==> config.mk <==
export PLATFORM = sky130hd
export DESIGN_NAME = uart_rx_fifo
export DESIGN_NICKNAME = d
export VERILOG_FILES = /design/src/rtl/uart_pkg.sv /design/src/rtl/uart_fifo_mem.sv /design/src/rtl/uart_rx_fifo.sv
export SDC_FILE = /design/constraint.sdc
export NUM_CORES = 1
export LEC_CHECK = 0
export CORE_ASPECT_RATIO = 0.8
export CORE_MARGIN = 2
export CORE_UTILIZATION = 40
export CTS_BUF_LIST = sky130_fd_sc_hd__clkbuf_4 sky130_fd_sc_hd__clkbuf_8 sky130_fd_sc_hd__clkbuf_16
export CTS_CLUSTER_DIAMETER = 150
export DETAILED_ROUTE_END_ITERATION = 10
export GPL_TIMING_DRIVEN = 0
export HOLD_SLACK_MARGIN = 0.03
export PLACE_DENSITY = 0.67
export SLEW_MARGIN = 20
export SYNTH_ARGS = -nofsm -noshare
export SYNTH_HDL_FRONTEND = slang
export SYNTH_HIERARCHICAL = 1
export SYNTH_SLANG_ARGS = --single-unit
==> constraint.sdc <==
create_clock -name clk -period 6.4 [get_ports clk]
set_input_delay 1.28 -clock clk [delete_from_list [all_inputs] [get_ports clk]]
set_output_delay 1.28 -clock clk [all_outputs]
set_load 0.05 [all_outputs]
==> src/rtl/uart_pkg.sv <==
// Shared UART definitions: the byte type and data width used by the receiver,
// the transmitter and the receive FIFO.
package uart_pkg;

    localparam int UART_DATA_WIDTH = 8;

    typedef logic [UART_DATA_WIDTH-1:0] uart_byte_t;

endpackage

==> src/rtl/uart_fifo_mem.sv <==
// Register-array storage for the receive FIFO: one synchronous write port and one
// asynchronous (show-ahead) read port. Contents are not reset.
module uart_fifo_mem #(
    parameter int DEPTH_LOG = 4,
    parameter int WIDTH     = 8
) (
    input  logic                 clk,
    input  logic                 wr_en,
    input  logic [DEPTH_LOG-1:0] wr_addr,
    input  logic [WIDTH-1:0]     wr_data,
    input  logic [DEPTH_LOG-1:0] rd_addr,
    output logic [WIDTH-1:0]     rd_data
);

    logic [WIDTH-1:0] mem [2**DEPTH_LOG];

    always_ff @(posedge clk) begin
        if (wr_en) begin
            mem[wr_addr] <= wr_data;
        end
    end

    assign rd_data = mem[rd_addr];

endmodule

==> src/rtl/uart_rx_fifo.sv <==
// Receive-side circular FIFO behind the UART receiver, with a sticky overflow flag.
// Define UART_RX_FIFO_DROP_COUNT_EN to add the saturating 8-bit drop_count output.
module uart_rx_fifo
    import uart_pkg::*;
#(
    parameter int DEPTH_LOG = 4,
    parameter int WIDTH     = UART_DATA_WIDTH
) (
    input  logic               clk,
    input  logic               reset,
    input  logic [WIDTH-1:0]   in_data,
    input  logic               in_valid,
    output logic [WIDTH-1:0]   out_data,
    output logic               out_valid,
    input  logic               out_ready,
    output logic [DEPTH_LOG:0] count,
    output logic               full,
    output logic               overflow,
    input  logic               clear_overflow
`ifdef UART_RX_FIFO_DROP_COUNT_EN
    ,
    output logic [7:0]         drop_count
`endif
);

    localparam logic [DEPTH_LOG:0] DEPTH_CNT = (DEPTH_LOG+1)'(2**DEPTH_LOG);

    logic [DEPTH_LOG-1:0] rd_ptr;
    logic [DEPTH_LOG-1:0] wr_ptr;
    logic                 pop;
    logic                 push_ok;
    logic                 drop;

    // A pop in the same cycle frees the slot, so a full FIFO still accepts the push.
    assign pop     = out_valid && out_ready;
    assign push_ok = in_valid && (!full || pop);
    assign drop    = in_valid && full && !pop;

    assign out_valid = (count != '0);
    assign full      = (count == DEPTH_CNT);

    uart_fifo_mem #(
        .DEPTH_LOG (DEPTH_LOG),
        .WIDTH     (WIDTH)
    ) u_mem (
        .clk     (clk),
        .wr_en   (push_ok && !reset),
        .wr_addr (wr_ptr),
        .wr_data (in_data),
        .rd_addr (rd_ptr),
        .rd_data (out_data)
    );

    always_ff @(posedge clk) begin
        if (reset) begin
            rd_ptr <= '0;
            wr_ptr <= '0;
            count  <= '0;
        end else begin
            if (push_ok) begin
                wr_ptr <= wr_ptr + 1'b1;
            end
            if (pop) begin
                rd_ptr <= rd_ptr + 1'b1;
            end
            case ({push_ok, pop})
                2'b10:   count <= count + 1'b1;
                2'b01:   count <= count - 1'b1;
                default: count <= count;
            endcase
        end
    end

    // A drop coinciding with clear_overflow keeps the flag set.
    always_ff @(posedge clk) begin
        if (reset) begin
            overflow <= 1'b0;
        end else if (drop) begin
            overflow <= 1'b1;
        end else if (clear_overflow) begin
            overflow <= 1'b0;
        end
    end

`ifdef UART_RX_FIFO_DROP_COUNT_EN
    always_ff @(posedge clk) begin
        if (reset) begin
            drop_count <= 8'd0;
        end else if (clear_overflow) begin
            drop_count <= drop ? 8'd1 : 8'd0;
        end else if (drop && drop_count != 8'hFF) begin
            drop_count <= drop_count + 8'd1;
        end
    end
`endif

endmodule

; Yosys cells after proc, flatten, opt, wreduce, memory -nomap -nowiden
; Memories as Yosys holds them, arrays and structs flattened. A register that Yosys moved wholly into a read port is not among the register bits.
; Index checks and enable logic that the tools add are counted.
[totals]
regBits = 14
in_bits = 13
ram_bits = 128
memories = 1
word_cells = 31
output_inout_bits = 16
[memory_table]
columns = memory, words, width, read_ports, rd_ports_with_merged_regs, write_ports, line
row1 = u_mem.mem, 16, 8, 1, 1, 1, uart_fifo_mem.sv:15  ; logic [WIDTH-1:0] mem [2**DEPTH_LOG];
[classes]
n_addsub = 4
eq_ne = 3
n_mux = 7
n_reduce_logical = 12
[ops]
columns = cell, n
row1 = $pmux 5 s2, 1
row2 = $add 4x1->4 const B, 2
row3 = $mux 4, 2
row4 = $add 5x1->5 const B, 1
row5 = $eq 5x5->1 const B, 1
row6 = $logic_and 1x1->1, 5
row7 = $reduce_bool 5->1, 1
row8 = $sub 5x1->5 const B, 1
row9 = $mux 1, 4
row10 = $reduce_bool 2->1, 2
row11 = $logic_not 1->1, 3
row12 = $eq 2x1->1 const B, 1
row13 = $eq 2x2->1 const B, 1
row14 = $logic_or 1x1->1, 1

; Depth between registers and ports, before layout
; Gate-level depths: netlist of run 1.
[depth]
depth_word = 7
ltp_mapped = 9
mapped_depth_nobuf = 8

; Cells and area by module
; The synthesis of run 1 kept the hierarchy.
[modules_own_cells]
columns = module, cells_each, area_each_um2, seq_area_each_um2, instances
row1 = uart_fifo_mem, 221, 4987.3, 3843.7, 1
row2 = uart_rx_fifo, 97, 883.3, 280.3, 1

; Worst setup path before layout of run 1
; OpenSTA, ideal clock, no wires.
[synth_path]
kind = in2reg
from = input reset
to = memory u_mem.mem[0][0], enable pin
setup_ps = 383
path_buffers = 2
required_ps = 6017
cell_stages = 5
arrival_ps = 2959
setup_slack_ps = 3058
cell_sequence = clkbuf_1 -> clkbuf_1 -> nor2_1 -> or3b_2 -> nor3_1
[synth_between]
elab_chain_cells = 4
[synth_rtl]
columns = element, line
row1 = start: declaration, uart_rx_fifo.sv:10  ; input logic reset,
row2 = $logic_not 1->1, uart_rx_fifo.sv:47  ; .wr_en (push_ok && !reset),
row3 = $logic_and 1x1->1, uart_rx_fifo.sv:47
row4 = $mux 1, uart_fifo_mem.sv:18  ; if (wr_en) begin
row5 = $mux 1 (implied by the code), uart_fifo_mem.sv:19  ; mem[wr_addr] <= wr_data;
row6 = end: declaration, uart_fifo_mem.sv:15
; Every way passes these cells.

==> results of run 1 <==
-- stage by stage --
| step | utilization, % | instance area, um2 | hold slack (ns) | setup slack (ns) |
|---|---|---|---|---|
| global route | 49.2 | 7030 | 0.549 | 2.05 |
| detailed placement | 44.9 | 6410 | 0.485 | 2.22 |
| global placement | 44.6 | 6370 | 0.466 | 1.82 |
| finish | 49.2 | 7030 | 0.499 | 2.15 |
| CTS | 49.2 | 7030 | 0.499 | 2.14 |
| floorplan | - | 5870 | 0.527 | 3.06 |
-- synth_stat cells (2+ instances only) --
master / n / share of area (%)
nand2b_1: 7 / 0.75
buf_6: 3 / 0.58
nand4_1: 2 / 0.21
nor2b_1: 2 / 0.21
nand3_1: 2 / 0.17
nand2_1: 10 / 0.64
nor2_1: 30 / 1.9
dfxtp_1: 14 / 4.8
ha_1: 5 / 1.1
mux4_2: 18 / 6.9
a211oi_1: 2 / 0.26
nand3b_1: 2 / 0.26
xor2_1: 5 / 0.75
mux4_1: 14 / 6.3
inv_1: 5 / 0.32
edfxtp_1: 128 / 65
o211ai_1: 2 / 0.26
buf_2: 5 / 0.43
a22oi_1: 16 / 2.0
mux2i_1: 3 / 0.51
nand4b_1: 2 / 0.30
a21oi_1: 2 / 0.17
clkdlybuf4s25_2: 3 / 0.51
clkbuf_1: 2 / 0.13
xnor2_1: 2 / 0.30
a31oi_1: 2 / 0.21
nor3_1: 6 / 0.51
-- worst max-delay path, delay by kind of cell, from the launching register on --
kind / cells / cell delay, ns
DFF: 1 / 0.41
and+or+nand+nor: 1 / 0.14
buffers and inverters: 3 / 1.08
AOI/OAI and AO/OA: 1 / 0.33
muxes: 1 / 0.60
-- flip-flops by register name, summed over array words and instances (netlist names) --
register	flops
count	5
overflow	1
rd_ptr	4
u_mem/mem	128
wr_ptr	4
-- layer usage --
metal	GRT usage [%]	wire length, um	up-vias
met5	0	0	-
met4	4.78	153	0
met3	4.91	659	13
met2	25.5	5700	89
met1	21.9	5410	1598
li1	-	-	1397
-- final timing paths --
kind                           to  depth (start not counted)  startpoint  slack [ns]
hold reg to reg          overflow                          2    overflow        0.50
setup reg to reg  u_mem/mem[1][1]                          5    count[0]        3.73
setup / recovery      out_data[1]                          6   rd_ptr[0]        2.15
hold / removal           overflow                          2    overflow        0.50
-- where the power goes --
group	switching [uW]	total (uW)	internal [uW]	leakage, uW
Combinational	411	720	309	0.000752
Clock	367	1000	634	0.000288
Sequential	43.5	1080	1040	0.00127
-- area by class of cell --
type	count	share of cell area, %
sequential	142	58.7
multi-input combinational	156	23.3
clock buffer	19	6.44
timing repair buffer	30	4.16
tap	184	3.27
clock inverter	13	2.33
buffer	14	1.48
inverter	6	0.320
-- cells by family (layout without fill, tap and decap cells) --
family | count (synthesis) | count (layout)
AND/OR/NAND/NOR | 73 | 73
flip-flops | 142 | 142
XOR/XNOR | 7 | 7
multiplexers | 37 | 37
buffers and inverters | 20 | 82
adder cells (fa/ha/maj) | 6 | 6
AO/OA/AOI/OAI | 33 | 33
==> flow_summary_export.csv, run 1 <==
group,metric,value,unit
clock_tree,cts_resized,0,
die,die_y,112,um
synth,synth_seq_cells,142,
sta,tightest_slew,0.956,ns
routing,postRouteAntennaNets,0,
power_and_ir_drop,cellLeakagePower,0.00231,uW
power_and_ir_drop,total_power,2800,uW
worst_setup_path,arrival,2.97,ns
clock_tree,clk_latency,0.41,ns
sta,rsz0062_at_grt,"false",
grt,grt_max_degree,17,
placed_design,dp.cells,532,
synth,synth_top_family_by_area,"multiplexers",
synth,synthesis.instances,318,
die,die-area,0.0157,mm2
finish,multiInputGateArea,0.00164,mm2
synth,synth-simple-area-share,6.52,%
clock_tree,h-tree-depth,4,
finish,layout.cells.most_common_list,"128 x edfxtp_1, 30 x nor2_1, 27 x clkdlybuf4s50_1, 18 x mux4_2, 17 x clkbuf_16",
min_path,hp-class,"reg2reg",
sta,fmax,235,MHz
routing,viasPerCell,5.49,
clock_tree,tritoncts,"done",
power_and_ir_drop,p_per_area,399,mW/mm2
routing,dr.pass1.iters,5,
grt,grt_pass1_vias,3116,
routing,vias,3097,
synth,synth_nets,337,
synth,avgSynthCellArea,18.5,um2
placed_design,io_buffers,27,
synth,synth-compound-area-share,4.56,%
synth,synthMuxAreaShare,14.1,%
clock_tree,postCtsSetupBuffers,0,
sta,setup_viol,0,
finish,area_delta_synth_final,19.8,%
finish,layout-drive-gt1-share,20.8,%
worst_setup_path,slowest_delay,0.72,ns
grt,grt_overflow,0,
clock_tree,clock_sinks,142,
synth,yosys_warnings,6,
clock_tree,cts_made_buffers,17,
finish,instances_no_fill,564,
job,max_cap_violations,0,
finish,fin_nets,386,
grt,grt_usage,16.2,%
synth,yosys.area_share.xor_xnor,1.04,%
worst_setup_path,endpoint_kind,"primary output",
synth,async_reset_ff_share,0,%
placed_design,place.gp.congestion,0.773,
worst_setup_path,crit_path_frequent_cell,"buf_6",
sta,slew_headroom,36.0,%
routing,totalWireLength,11.9,mm
worst_setup_path,worst_path_max_delay_cell,"clkdlybuf4s50_1",
clock_tree,path_clk_slew,0.06,ns
clock_tree,cts_hold_buf,0,
worst_setup_path,start_kind,"flip-flop",
die,initial_core_util,41.1,%
finish,regArea,0.00412,mm2
synth,synth_area,0.00587,mm2
grt,grt_pass1_wl,18.2,mm
routing,detail_route.wl_per_cell,21.1,um
power_and_ir_drop,peakVddDrop,0.180,mV
clock_tree,clockBufferDepth,2,
synth,ys.flop_type,"edfxtp_1",
worst_setup_path,path_cells,"buf_6, buf_6, mux4_1, a22oi_1, nand2_1, clkdlybuf4s50_1",
routing,drc_errors,0,
synth,synth.distinct_cells,51,
clock_tree,cts_root_buf,"clkbuf_16",
sta,period_share,66.4,%
die,fp.dieW,139,um
sta,period_minus_slack,4.25,ns
sta,hold_viol,0,
finish,insertedDiodeCount,0,
worst_setup_path,required,5.12,ns
sta,final_max_slew_viol_count,0,
synth,synth_fa_ha_area_share,1.41,%
sta,skew,0.0122,ns
die,pin_count,29,
finish,nFillCells,1155,
die,num_rows,39,
placed_design,dpl.hpwl,7.60,mm
synth,synth.yosys.seq_area_share,70.2,%
finish,layout_commonest_cell,"edfxtp_1",
worst_setup_path,crit_type,"reg2out",
die,design.core.area,0.0143,mm2
grt,antenna_found_initial,0,
status,status,"finished, final reports clean",
synth,synth_edf_count,128,
sta,finalSetupTns,0,ns
routing,initialDrtViolationCount,217,
worst_setup_path,path_max_fanout,10,
(Power assumes the default switching activity.)
==> run 2, diff against run 1 <==
PLACE_DENSITY = 0.69   (was 0.67)
clock period = 3.5 ns   (was 6.4 ns; I/O delays follow)
==> run 2 against run 1 <==
Against the previous run:
- combinational power is 81% higher
- die area stayed put
- design area is 0.27% higher
- largest cell class unchanged
==> flow_summary_export.csv, run 2 (synthesis gave the netlist of run 1 again) <==
group,metric,value,unit
routing,detail_route.wl_per_cell,21.4,um
clock_tree,cts_root_buf,"clkbuf_16",
finish,regMostFlops,"u_mem/mem",
clock_tree,postCtsSetupBuffers,0,
routing,viasPerCell,5.50,
clock_tree,cts_made_buffers,17,
sta,final_max_slew_viol_count,0,
routing,totalWireLength,12.0,mm
worst_setup_path,cp_num_buf_inv,3,
worst_setup_path,path_cells,"buf_6, buf_4, mux4_2, a22oi_1, nand2_1, dlygate4sd2_1",
clock_tree,clockBufferDepth,2,
clock_tree,clock_sinks,142,
placed_design,dp.cells,529,
min_path,hp-class,"reg2reg",
clock_tree,clk_latency,0.41,ns
sta,whs,0.497,ns
sta,hold_viol,0,
finish,layout_commonest_cell,"edfxtp_1",
grt,grt_pass1_wl,18.1,mm
power_and_ir_drop,cellLeakagePower,0.00235,uW
finish,insertedDiodeCount,0,
placed_design,io_buffers,27,
die,num_rows,39,
worst_setup_path,crit_family,"buffers and inverters",
job,max_cap_violations,0,
grt,grt_max_degree,17,
sta,rsz0062_at_grt,"false",
routing,drc_errors,0,
finish,fin_nets,383,
die,initial_core_util,41.1,%
worst_setup_path,endpoint_kind,"primary output",
sta,period_share,93.9,%
die,die_y,112,um
clock_tree,path_clk_slew,0.06,ns
finish,final_util,49.3,%
power_and_ir_drop,peakVddDrop,0.354,mV
status,status,"finished, final reports clean",
grt,grt_pass1_vias,3083,
grt,grt_usage,16.0,%
sta,skew,0.00950,ns
worst_setup_path,start_kind,"flip-flop",
die,die-area,0.0157,mm2
routing,vias,3084,
sta,tightest_slew,0.854,ns
worst_setup_path,arrival,2.59,ns
worst_setup_path,worst_path_max_delay_cell,"mux4_2",
finish,layout-drive-gt1-share,20.2,%
sta,setup_viol,0,
die,fp.dieW,139,um
die,design.core.area,0.0143,mm2
clock_tree,h-tree-depth,4,
finish,instances_no_fill,561,
worst_setup_path,path_max_fanout,10,
clock_tree,tritoncts,"done",
die,pin_count,29,
finish,largest_reg_flops,128,
power_and_ir_drop,total_power,5220,uW
finish,area_delta_synth_final,20.1,%
power_and_ir_drop,p_per_area,741,mW/mm2
finish,layout.cells.most_common_list,"128 x edfxtp_1, 30 x nor2_1, 21 x clkbuf_16, 19 x clkdlybuf4s50_1, 18 x mux4_2",
worst_setup_path,slowest_delay,0.58,ns
routing,initialDrtViolationCount,263,
worst_setup_path,crit_type,"reg2out",
sta,fmax,304,MHz
sta,slew_headroom,42.8,%
sta,period_minus_slack,3.29,ns
placed_design,dpl.hpwl,7.78,mm
grt,grt_overflow,0,
routing,postRouteAntennaNets,0,
grt,antenna_found_initial,0,
routing,dr.pass1.iters,4,
placed_design,place.gp.congestion,0.757,
worst_setup_path,required,2.80,ns
clock_tree,cts_hold_buf,0,
finish,top_regs,"u_mem/mem (128), count (5)",
==> run 2: per-layer routing <==
layer  global-route usage [%]  routed length, um
met1                     22.5               5310
met5                        0                  0
met3                     5.38               1070
met4                     4.58                 87
met2                     23.9               5530
==> run 2: final cells by class <==
| cell class | instances | area, um2 |
|---|---|---|
| plain buffers | 14 | 104 |
| clock buffers | 26 | 582 |
| clock inverters | 6 | 86.3 |
| fillers | 1160 | 7250 |
| inverters | 6 | 22.5 |
| multi-input cells | 156 | 1640 |
| flip-flops and latches | 142 | 4120 |
| well taps | 184 | 230 |
| repair buffers | 27 | 260 |
==> run 2: worst paths after layout <==
kind	from	slack, ns	cells past startpoint	endpoint
setup / recovery	rd_ptr[0]	0.21	6	out_data[5]
hold / removal	overflow	0.50	2	overflow
setup reg to reg	count[0]	0.84	5	u_mem/mem[1][4]
hold reg to reg	overflow	0.50	2	overflow
==> run 2: worst reg2reg max path, cell delays in order, from the launching register on <==
cell,delay (ns)
dfxtp_1,0.47
or4_4,0.26
o31ai_4,0.08
nor2_1,0.26
or3b_2,0.53
nor2_1,0.67
==> run 2: where the power goes <==
| part | switching (uW) | leakage (uW) | total (uW) | internal (uW) |
|---|---|---|---|---|
| Sequential | 78.4 | 0.00127 | 1980 | 1900 |
| Clock | 642 | 0.000335 | 1940 | 1300 |
| Combinational | 766 | 0.000747 | 1300 | 538 |
==> run 2: timing repair <==
| item | CTS | global route |
|---|---|---|
| resized for setup | 8 | 0 |
| setup endpoints to repair | 8 | 0 |
| endpoints found under the hold margin | 0 | 0 |
==> run 2: metrics by stage <==
step | setup TNS [ns] | worst slack (ns) | cell area [um2]
3_3_place_gp | -4.35 | -0.366 | 6370
2_1_floorplan | 0 | 0.738 | 5870
6_report | 0 | 0.213 | 7050
5_1_grt | 0 | 0.0797 | 7050
3_5_place_dp | -1.28 | -0.0919 | 6390
4_1_cts | 0 | 0.179 | 7050
==> run 3, diff against run 2 <==
CELL_PAD_IN_SITES_DETAIL_PLACEMENT = 1   (was unset)
CELL_PAD_IN_SITES_GLOBAL_PLACEMENT = 1   (was unset)
PLACE_DENSITY = 0.76   (was 0.69)
SLEW_MARGIN = 0   (was 20)
==> run 3 against run 2 <==
Against the previous run:
- first-iteration DRC count fell by 4.9%
- clock skew shrank 0.0026 ns
- sequential power about the same
- clock-buffer cell count decreased by 5
- critical endpoint unchanged
- highest routed layer unchanged
- largest cell class unchanged
- sequential share of layout area rose by 0.52 points
==> flow_summary_export.csv, run 3 (synthesis gave the netlist of run 1 again) <==
group,metric,value,unit
power_and_ir_drop,power_frac_comb,25.7,%
worst_setup_path,path_max_fanout,10,
finish,instances_no_fill,562,
routing,drc_errors,0,
finish,fin_nets,384,
min_path,hp-class,"reg2reg",
sta,finalSetupTns,0,ns
sta,hold_viol,0,
clock_tree,cts_made_buffers,17,
finish,largest_reg_flops,128,
worst_setup_path,endpoint_kind,"primary output",
die,fp.dieW,139,um
die,die-area,0.0157,mm2
sta,fmax,305,MHz
routing,totalWireLength,13.0,mm
finish,regArea,0.00412,mm2
placed_design,dpl.hpwl,8.54,mm
power_and_ir_drop,p_sw_share,29.5,%
finish,final_util,48.9,%
routing,postRouteAntennaNets,0,
power_and_ir_drop,p_switching,1510,uW
die,num_rows,39,
finish,layout-drive-gt1-share,19.6,%
sta,final_max_slew_viol_count,0,
placed_design,place.gp.congestion,0.766,
finish,nFillCells,1337,
routing,vias,3135,
finish,multiInputGateArea,0.00163,mm2
power_and_ir_drop,p_per_area,734,mW/mm2
finish,regMostFlops,"u_mem/mem",
worst_setup_path,start_kind,"flip-flop",
placed_design,dp.cells,529,
finish,top_regs,"u_mem/mem (128), count (5)",
grt,grt_max_degree,17,
routing,viasPerCell,5.58,
worst_setup_path,crit_type,"reg2out",
sta,period_share,93.7,%
sta,skew,0.00686,ns
clock_tree,cts_hold_buf,0,
clock_tree,clk_latency,0.41,ns
routing,detail_route.wl_per_cell,23.2,um
grt,grt_pass1_wl,20.4,mm
power_and_ir_drop,internal_power,3610,uW
finish,layout_commonest_cell,"edfxtp_1",
clock_tree,h-tree-depth,4,
placed_design,io_buffers,27,
routing,dr.pass1.iters,4,
sta,tightest_slew,1.30,ns
die,design.core.area,0.0143,mm2
die,pin_count,29,
clock_tree,clock_sinks,142,
die,die_y,112,um
job,max_cap_violations,0,
clock_tree,cts_root_buf,"clkbuf_16",
status,status,"finished, final reports clean",
die,initial_core_util,41.1,%
power_and_ir_drop,seqPwrFrac,38.7,%
finish,area_delta_synth_final,19.0,%
grt,antenna_found_initial,0,
sta,setup_viol,0,
finish,insertedDiodeCount,0,
sta,rsz0062_at_grt,"false",
power_and_ir_drop,cellLeakagePower,0.00232,uW
clock_tree,clockBufferDepth,2,
sta,whs,0.538,ns
sta,slew_headroom,12.3,%
grt,grt_pass1_vias,3382,
clock_tree,path_clk_slew,0.06,ns
finish,layout.cells.most_common_list,"128 x edfxtp_1, 30 x nor2_1, 19 x clkdlybuf4s50_1, 18 x mux4_2, 17 x clkbuf_16",
worst_setup_path,arrival,2.58,ns
sta,period_minus_slack,3.28,ns
power_and_ir_drop,peakVddDrop,0.389,mV
grt,grt_usage,18.0,%
power_and_ir_drop,pwr-share-clk,35.6,%
clock_tree,tritoncts,"done",
routing,initialDrtViolationCount,250,
grt,grt_overflow,0,
worst_setup_path,required,2.80,ns
[run 3: cell types whose count changed in the layout (fill, tap and decap cells not counted), sizes merged]
cell	previous run	this run
dlygate4sd2	8	7
bufinv	2	3
clkbuf	28	24
inv	8	6
dlymetal6s2s	0	1
clkinv	2	8
[run 3: power by group through the flow]
stage	clock, uW	combinational (uW)	sequential, uW
after floorplan	0	881	2070
after global placement	0	1320	2010
after detailed placement	0	1360	2020
after CTS	1860	1340	1980
after global routing	1930	1410	1990
final	1830	1320	1980
[run 3: area by class of cell]
cell class                 instances  area share, %
clock inverter                    11           2.02
timing repair buffer              28           3.89
tap                              184           3.30
sequential                       142           59.0
buffer                            14           1.49
clock buffer                      21           6.70
multi-input combinational        156           23.3
inverter                           6          0.322
[run 3: repair_timing]
| item | in CTS | in global routing |
|---|---|---|
| gates cloned | 0 | 0 |
| buffers inserted | 0 | 0 |
| endpoints found under the setup margin | 13 | 1 |
| gates resized for setup | 8 | 1 |
[run 3: final timing paths]
kind	from	slack (ns)	depth (start not counted)	endpoint
hold reg to reg	overflow	0.54	2	overflow
setup / recovery	rd_ptr[0]	0.22	6	out_data[5]
setup reg to reg	count[0]	0.79	5	u_mem/mem[4][5]
hold / removal	overflow	0.54	2	overflow
[run 3: metrics by stage]
| stage | instance area (um2) | total power, uW | worst slack (ns) |
|---|---|---|---|
| floorplan | 5870 | 2950 | 0.738 |
| global placement | 6370 | 3340 | -0.393 |
| detailed placement | 6370 | 3370 | -0.421 |
| CTS | 6980 | 5180 | 0.000888 |
| global route | 6990 | 5330 | 0.00241 |
| finish | 6990 | 5120 | 0.219 |
[run 3: metal layers]
layer | GRT usage (%) | routed length (um) | vias up
met5 | 0 | 0 | -
met4 | 5.79 | 135 | 0
met3 | 4.18 | 832 | 12
met2 | 28.4 | 6340 | 102
met1 | 25.0 | 5730 | 1621
li1 | - | - | 1400
[run 3: critical path: stages (launching register included)]
cell	delay, ns
dfxtp_1	0.42
buf_6	0.16
buf_4	0.25
mux4_2	0.58
a22oi_1	0.20
nand2_1	0.11
dlygate4sd2_1	0.44
